`config.mk`:
```
export PLATFORM = sky130hd
export DESIGN_NAME = calc_op_sched
export DESIGN_NICKNAME = d
export VERILOG_FILES = /design/src/rtl/calc_op_sched.sv
export SDC_FILE = /design/constraint.sdc
export NUM_CORES = 1
export LEC_CHECK = 0
export CAP_MARGIN = 30
export CORE_ASPECT_RATIO = 0.6
export CORE_MARGIN = 1.5
export CORE_UTILIZATION = 40
export CTS_CLUSTER_SIZE = 28
export DETAILED_ROUTE_END_ITERATION = 16
export GPL_TIMING_DRIVEN = 0
export PLACE_DENSITY = 0.92
export RECOVER_POWER = 25
export REMOVE_ABC_BUFFERS = 1
export SETUP_SLACK_MARGIN = 0.05
export SYNTH_ARGS = -nofsm -noshare
export SYNTH_HDL_FRONTEND = slang
export SYNTH_SLANG_ARGS = --single-unit
```
`constraint.sdc`:
```
create_clock -name clk -period 4.58 [get_ports clk]
set_input_delay 0.687 -clock clk [delete_from_list [all_inputs] [get_ports clk]]
set_output_delay 0.687 -clock clk [all_outputs]
set_load 0.05 [all_outputs]
```
`src/rtl/calc_op_sched.sv`:
```
// Sequences one calculator operation at a time: latch the command, start one unit,
// wait for its done (or time out), then hold the result under a valid/ready handshake.
module calc_op_sched #(
    parameter int TIMEOUT = 255,
    parameter int TO_W    = 8
) (
    input  logic        clk,
    input  logic        n_rst,
    input  logic        parser_done,
    input  logic [1:0]  op,
    input  logic [15:0] src1,
    input  logic [15:0] src2,
    output logic [15:0] op_src1,
    output logic [15:0] op_src2,
    output logic [3:0]  unit_start,
    input  logic [3:0]  unit_done,
    input  logic [31:0] add_res,
    input  logic [31:0] sub_res,
    input  logic [31:0] mul_res,
    input  logic [31:0] div_res,
    output logic        res_valid,
    output logic [31:0] res_data,
    output logic        res_err,
    input  logic        res_ready,
    output logic        busy,
    output logic [7:0]  drop_cnt
);

    typedef enum logic [1:0] {IDLE, LAUNCH, WAIT, HOLD} state_t;

    localparam logic [TO_W-1:0] TO_LIM = TO_W'(TIMEOUT);

    state_t          state;
    logic [1:0]      op_q;
    logic [TO_W-1:0] to_cnt;
    logic [31:0]     sel_res;

    always_comb begin
        sel_res = add_res;
        case (op_q)
            2'd1:    sel_res = sub_res;
            2'd2:    sel_res = mul_res;
            2'd3:    sel_res = div_res;
            default: sel_res = add_res;
        endcase
    end

    assign busy = (state != IDLE);

    always_ff @(posedge clk or negedge n_rst) begin
        if (!n_rst) begin
            state      <= IDLE;
            op_q       <= 2'd0;
            op_src1    <= 16'd0;
            op_src2    <= 16'd0;
            unit_start <= 4'd0;
            to_cnt     <= '0;
            res_valid  <= 1'b0;
            res_data   <= 32'd0;
            res_err    <= 1'b0;
        end else begin
            unit_start <= 4'd0;
            case (state)
                IDLE: begin
                    if (parser_done) begin
                        op_q    <= op;
                        op_src1 <= src1;
                        op_src2 <= src2;
                        // Divide-by-zero is answered here without starting the divider
                        if (op == 2'd3 && src2 == 16'd0) begin
                            state     <= HOLD;
                            res_valid <= 1'b1;
                            res_data  <= 32'd0;
                            res_err   <= 1'b1;
                        end else begin
                            state      <= LAUNCH;
                            unit_start <= 4'b0001 << op;
                        end
                    end
                end
                LAUNCH: begin
                    to_cnt <= '0;
                    state  <= WAIT;
                end
                WAIT: begin
                    to_cnt <= to_cnt + 1'b1;
                    if (unit_done[op_q]) begin
                        res_data  <= sel_res;
                        res_err   <= 1'b0;
                        res_valid <= 1'b1;
                        state     <= HOLD;
                    end else if (to_cnt == TO_LIM) begin
                        res_data  <= 32'hFFFF_FFFF;
                        res_err   <= 1'b1;
                        res_valid <= 1'b1;
                        state     <= HOLD;
                    end
                end
                HOLD: begin
                    if (res_ready) begin
                        res_valid <= 1'b0;
                        state     <= IDLE;
                    end
                end
                default: state <= IDLE;
            endcase
        end
    end

    // Commands arriving while an operation is in flight are lost; count them
    always_ff @(posedge clk or negedge n_rst) begin
        if (!n_rst)
            drop_cnt <= 8'd0;
        else if (parser_done && state != IDLE && drop_cnt != 8'd255)
            drop_cnt <= drop_cnt + 8'd1;
    end

endmodule
```
* Yosys cells after proc, flatten, opt, wreduce, memory -nomap -nowiden
Cells that the tools add are included.
** Storage, ports and cells
- Flip-flop bits (word level) :: 90
- Input port bits :: 170
- Output and inout port bits :: 79
- Word-level logic and storage cells :: 66
** Cells by class
- Add/subtract/negate cells :: 2
- $lt $le $gt $ge :: 1
- Equal/unequal tests :: 13
- Shift-type cells :: 1
- Muxes and demuxes :: 26
- Reduce and logical (&&, ||, !) cells :: 13
** Operator list (number)
- 32-bit two-way mux :: 4
- 32-bit one-hot mux with 3 select lines :: 1
- 32-bit one-hot mux with 2 select lines :: 1
- 8-bit by 1-bit adder with 8-bit output, second input constant :: 2
- 16-bit logical NOT :: 1
- 8-bit one-hot mux with 2 select lines :: 1
- 4-bit two-way mux :: 3
- 2-bit equality test, second input constant :: 5
- 2-bit two-way mux :: 5
- 8-bit equality test, second input constant :: 1
- 8-bit inequality test, second input constant :: 1
- 2-bit one-hot mux with 4 select lines :: 1
- 1-bit two-way mux :: 7
- 2-bit inequality test, second input constant :: 3
- 2-bit nonzero test :: 3
- 5-bit AND reduction :: 1
- 2-bit by 1-bit equality test with 1-bit output, second input constant :: 2
- 4-bit AND reduction :: 1
- 1-bit by 2-bit left shift with 4-bit output, first input constant :: 1
- 1-bit logical AND :: 3
- 2-bit by 3-bit < comparator with 1-bit output, second input constant :: 1
- 3-bit inequality test, second input constant :: 1
- 1-bit one-hot mux with 3 select lines :: 1
- 3-bit AND reduction :: 1
- 5 further kinds :: 5

* Depth between registers and ports, before layout
Gate-level depths: netlist (run 1).
- Word-level depth :: 5
- Mapped depth :: 8
- Gate-level depth less buffers :: 7

* Least setup slack after synthesis (run 1)
No wires, ideal clock.
- Path kind :: input port to flip-flop
- Start point :: input port src2[10]
- End point :: register res_err
- Setup time :: 87 ps
- Data arrival time :: 1836 ps
- Required time :: 4493 ps
- Setup slack :: 2657 ps
- Cell stages on the path :: 6
- Cells stage by stage :: nor4_1 -> nand4_1 -> o21ai_4 -> nand3_4 -> buf_6 -> a22oi_1
** On the way
- Longest elaborated chain between the ends :: 4
** Ends and longest elaborated chain
- from (decl) :: RTL line 12 : input logic [15:0] src2,
- 16-bit logical NOT :: RTL line 70 : if (op == 2'd3 && src2 == 16'd0) begin
- 1-bit logical AND :: RTL line 70
- 2-bit inequality test (no source line)
- 4-bit AND reduction (no source line)
- to (signal assigned) :: RTL line 74 : res_err <= 1'b1;
- to (signal assigned) :: RTL line 89 : res_err <= 1'b0;
- to (signal assigned) :: RTL line 94 : res_err <= 1'b1;
- to (decl) :: RTL line 23 : output logic res_err,
No other way between the ends.
A chain may end at the register's enable or synchronous reset.

==> results of run 1 <==
cells in the mapped netlist (2+ instances only):
cell	n	share of area, %
inv_1	39	3.1
nand2b_1	2	0.26
nor4_1	4	0.53
dfrtp_1	90	47
mux2i_1	34	7.1
o21ai_0	28	2.9
xor2_1	3	0.55
mux2_1	20	4.7
nand4_1	5	0.66
xnor2_1	7	1.3
mux2_4	2	0.63
nand3_1	8	0.84
and3_1	2	0.26
inv_2	2	0.16
buf_6	3	0.71
clkbuf_1	13	1.0
nand2_1	15	1.2
mux4_2	32	15
ha_1	6	1.6
o21ai_1	14	1.5
a22o_1	2	0.37
nor2_1	8	0.63
buf_2	6	0.63
mux2_2	14	3.3
stage by stage:
stage / cells / area, um2
finish: 780 / 7640
global route: 780 / 7640
CTS: 780 / 7670
detailed placement: 764 / 7390
global placement: 761 / 7320
floorplan: 353 / 4640
logic make-up after synthesis:
group	Yosys count	share of synthesized area [%]
mux	102	31.0
flops	90	47.3
buf+inv	64	5.75
simple gates	54	6.41
compound gates	50	6.17
xor+xnor	10	1.84
fa+ha+maj	6	1.58
metal layers:
layer | global-route usage (%) | part of all wire, %
met1 | 27.4 | 41
met2 | 39.0 | 51
met5 | 0 | 0
met3 | 6.32 | 6.4
met4 | 6.22 | 1.4
worst max-delay path by stage:
| stage | from | endpoint | slack, ns | depth (start not counted) |
|---|---|---|---|---|
| 2_1_floorplan | op_q[0] | res_err | 1.73 | 4 |
| 3_3_place_gp | n_rst | op_src2[3] | -0.39 | 1 |
| 3_5_place_dp | src2[10] | res_data[30] | 1.47 | 6 |
| 4_1_cts | op_q[1] | res_data[7] | 1.76 | 5 |
| 5_1_grt | n_rst | op_q[0] | 0.98 | 2 |
| 6_report | n_rst | op_q[0] | 1.59 | 2 |
state kept, by name (all words and copies together) (netlist names):
signal / cells
drop_cnt: 8
op_q: 2
op_src1: 16
op_src2: 16
res_data: 32
res_err: 1
res_valid: 1
state: 2
to_cnt: 8
unit_start: 4
power groups by stage:
stage	clock network, W	registers, W	logic, W
finish	0.000684	0.00140	0.00335
global route	0.000738	0.00145	0.00355
CTS	0.000704	0.00141	0.00338
detailed placement	0	0.00141	0.00338
global placement	0	0.00147	0.00320
floorplan	0	0.00253	0.00109
layout make-up:
| type | instances | area, um2 | area share, % |
|---|---|---|---|
| repair buffers | 251 | 2520 | 32.9 |
| clock inverters | 5 | 38.8 | 0.507 |
| multi-input cells | 222 | 2240 | 29.3 |
| clock buffers | 11 | 243 | 3.18 |
| well taps | 160 | 200 | 2.62 |
| inverters | 41 | 154 | 2.01 |
| flip-flops and latches | 90 | 2250 | 29.5 |
==> results.yml, run 1 <==
pwr:
  p_sw_w: 0.00257
  p_clk_share_pct: 12.6
  p_leak_nw: 3.21
  seq_power_share_pct: 25.8
  combPwrFrac_pct: 61.6
  power.total_w: 0.00544
  max-vdd-ir-drop_mv: 0.470
  internal_power_w: 0.00287
  power_per_cell_area_nw_per_um2: 712
  sw_frac_of_total_pct: 47.3
logic_synthesis:
  ys_seq_elements: 90
  synthArstFlopShare_pct: 100
  syn-cell-area_um2: 4760
  synth_edf_count: 0
  syn_area_per_cell_um2: 12.7
  synthCells: 376
  synth_cell_types: 41
  yosysWarnings: 0
  ys_seq_area_share_pct: 47.3
  synth_flop_cell: "dfrtp_1"
die:
  dieArea_um2: 12600
  core_um2: 11400
  placementRows: 30
  io_pins: 249
  start_util_pct: 41.6
  chipHeight_um: 87.5
  die_x_um: 144
place:
  hpwl_um: 10900
  place_ws_ns: 1.47
  gp_congestion: 0.783
  numPortBuffers: 248
worst_hold_path:
  worstHoldStart: "op_src2[11]"
  hold_path_class: "register to register"
  hold_depth: 1
  whs_endpoint: "op_src2[11]"
sta:
  tightest_slew_ns: 1.64
  max_freq_mhz: 335
  timing.final.ws_setup_ns: 1.59
  hold_viol: 0
  clock_skew_ns: 0.00833
  fin_crit_sh_pct: 65.3
  finalSetupTns_ns: 0
  period_minus_slack_ns: 2.99
  setup_viol_count_final: 0
  grt_setup_unrepaired: "false"
  relSlewSlack_pct: -9.63
  hold-worst-slack_ns: 0.487
  final_max_slew_viol_count: 68
critical_path:
  cp-end-kind: "async pin"
  arrival_ns: 3.00
  reg2reg_to: "res_data[23]"
  critPathSlowestCell: "clkbuf_2"
  r2r_start: "op_q[1]"
  critical-path-max-stage-delay_ns: 1.36
  cp_max_fo: 67
  cp.required_ns: 4.60
  r2r_slack_ns: 1.75
  path_cells: "clkbuf_1 -> clkbuf_2"
  worstPathBufferInverterCount: 2
  worstSetupPathType: "primary input to async pin"
  start_kind: "primary input"
  r2r_cells: 5
  cp_top_family: "buffers and inverters"
flow_run:
  max_cap_violations: 1
clock_network:
  insertion_delay_ns: 0.33
  cts.repair.resized: 0
  ctsHoldBuffers: 0
  clkSlewWorstSetupHoldPaths_ns: 0.06
  cts_setup_buffers: 0
  cts_buffer_depth: 2
  root_buffer: "clkbuf_16"
  tritoncts: "built"
  h-tree-depth: 3
  cts_sinks: 90
  cts_made_buffers: 9
final_layout:
  antenna_cells: 0
  fillers: 857
  layout_commonest_cell: "clkdlybuf4s50_1"
  nets: 791
  layout-drive-gt1-share_pct: 12.4
  postLayoutCoreUtil_pct: 66.8
  areaGrowthSynthToFinish_pct: 60.5
  final_cell_mix: "clkdlybuf4s50_1, dfrtp_1, inv_1"
detailed_routing:
  vias: 3951
  routed_wl_um: 13900
  dr.pass1.iters: 4
  ant_nets: 0
  drc: 0
  wl_per_cell_um: 17.8
  viasPerCell: 5.07
  first_iter_violations: 126
global_routing:
  grt_pass1_vias: 4211
  globalRouteTotalUtil_pct: 22.4
  grt_max_degree: 68
  antenna_found_initial: 0
  grt.overflow.total: 0
  grt_pass1_wl_um: 21300
status:
  failed_checks: "capacitance limit, slew limit"
  status: "finished with violations"
Note: power is estimated with default switching activity, not from simulation.
==> run 2, diff against run 1 <==
==> constraint.sdc (replaced) <==
create_clock -name clk -period 3.1 [get_ports clk]
set_input_delay 0.465 -clock clk [delete_from_list [all_inputs] [get_ports clk]]
set_output_delay 0.465 -clock clk [all_outputs]
set_load 0.05 [all_outputs]
==> run 2 against run 1 <==
- the flow now finishes without violations
- flip-flop and latch count is the same
- critical endpoint is now res_data[23]
- die area did not move
- cell count unchanged
==> results.yml, run 2 (synthesized netlist as in run 1, its figures left out) <==
status:
  status: "complete, no violations"
die:
  chipHeight_um: 87.5
  die_x_um: 144
  placementRows: 30
  io_pins: 249
  core_um2: 11400
  dieArea_um2: 12600
  start_util_pct: 41.6
pwr:
  max-vdd-ir-drop_mv: 0.694
  internal_power_w: 0.00424
  power_per_cell_area_nw_per_um2: 1050
  sw_frac_of_total_pct: 47.2
  seq_power_share_pct: 25.8
  combPwrFrac_pct: 61.6
  power.total_w: 0.00804
  p_leak_nw: 3.21
  p_sw_w: 0.00380
  p_clk_share_pct: 12.6
clock_network:
  h-tree-depth: 3
  cts_buffer_depth: 2
  root_buffer: "clkbuf_16"
  cts_made_buffers: 9
  insertion_delay_ns: 0.33
  tritoncts: "built"
  cts_sinks: 90
  ctsHoldBuffers: 0
  clkSlewWorstSetupHoldPaths_ns: 0.07
critical_path:
  start_kind: "register"
  arrival_ns: 2.98
  cp_top_family: "simple AND/OR/NAND/NOR gates"
  critPathSlowestCell: "and2_1"
  path_cells: "inv_1 -> ha_1 -> and2_1 -> a21o_1 -> nand3_4 -> mux2i_1"
  cp.depth: 6
  worstPathBufferInverterCount: 1
  cp_max_fo: 33
  worstSetupPathType: "register to register"
  cp.required_ns: 3.34
  r2r_cells: 6
  cp-end-kind: "register"
  critical-path-max-stage-delay_ns: 0.72
place:
  gp_congestion: 0.783
  placedCellCount: 764
  place_ws_ns: 0.209
  placed_area_um2: 7390
  numPortBuffers: 248
  hpwl_um: 10900
global_routing:
  grt_max_degree: 68
  globalRouteTotalUtil_pct: 22.4
  grt.overflow.total: 0
  grt_pass1_wl_um: 21300
  grt_pass1_vias: 4211
  antenna_found_initial: 0
final_layout:
  final_cell_mix: "clkdlybuf4s50_1, dfrtp_1, inv_1"
  largest_register_ffs: 32
  instances_no_fill: 780
  antenna_cells: 0
  nets: 791
  top_regs: "res_data (32), op_src1 (16), op_src2 (16)"
  layout_commonest_cell: "clkdlybuf4s50_1"
  layout-drive-gt1-share_pct: 12.6
  areaGrowthSynthToFinish_pct: 61.0
  final_area_um2: 7670
  regMostFlops: "res_data"
sta:
  timing.final.ws_setup_ns: 0.360
  clock_skew_ns: 0.00790
  grt_setup_unrepaired: "false"
  setup_viol_count_final: 0
  period_minus_slack_ns: 2.74
  hold_viol: 0
  final_max_slew_viol_count: 0
  tightest_slew_ns: 1.42
  fin_crit_sh_pct: 88.4
  hold-worst-slack_ns: 0.458
  relSlewSlack_pct: 5.26
  max_freq_mhz: 365
detailed_routing:
  viasPerCell: 5.05
  drc: 0
  vias: 3941
  ant_nets: 0
  first_iter_violations: 120
  routed_wl_um: 13900
  wl_per_cell_um: 17.8
  dr.pass1.iters: 4
worst_hold_path:
  hold_path_class: "primary input to async pin"
flow_run:
  max_cap_violations: 0
run 2: power by group through the flow:
| stage | logic [W] | registers [W] | clock network (W) |
|---|---|---|---|
| CTS | 0.00500 | 0.00208 | 0.00104 |
| floorplan | 0.00161 | 0.00374 | 0 |
| finish | 0.00495 | 0.00208 | 0.00101 |
| detailed placement | 0.00499 | 0.00209 | 0 |
| global route | 0.00524 | 0.00214 | 0.00109 |
| global placement | 0.00473 | 0.00218 | 0 |
run 2: area by class of cell:
cell class | count | area, um2
Sequential cell | 90 | 2250
Clock buffer | 11 | 243
Clock inverter | 5 | 38.8
Tap cell | 160 | 200
Multi-Input combinational cell | 222 | 2240
Timing Repair Buffer | 251 | 2540
Inverter | 41 | 154
Fill cell | 855 | 3780
run 2: metal layers:
metal,vias up,wire length (um),track usage [%],part of all wire [%]
li1,1830,-,-,-
met1,1942,5700,27.4,41
met2,150,7110,39.0,51
met3,19,864,6.32,6.2
met4,0,201,6.22,1.4
met5,-,0,0,0
run 2: per-stage QoR:
step           utilization [%]  setup TNS (ns)
2_1_floorplan                -               0
3_3_place_gp              64.0         -162.75
3_5_place_dp              64.5               0
4_1_cts                   67.0               0
5_1_grt                   67.0               0
6_report                  67.0               0
run 2: worst paths after layout:
check | slack [ns] | start | end
min in group clk | 0.49 | op_src2[11] | op_src2[11]
hold reg to reg | 0.49 | op_src2[11] | op_src2[11]
setup / recovery | 0.36 | state[0] | res_data[23]
hold / removal | 0.46 | n_rst | res_data[11]
max in group asynchronous | 1.66 | n_rst | op_q[0]
setup reg to reg | 0.36 | state[0] | res_data[23]
run 2: timing repair:
item / in CTS / in global routing
resized for setup: 0 / 1
setup buffers: 0 / 0
endpoints found under the setup margin: 0 / 2
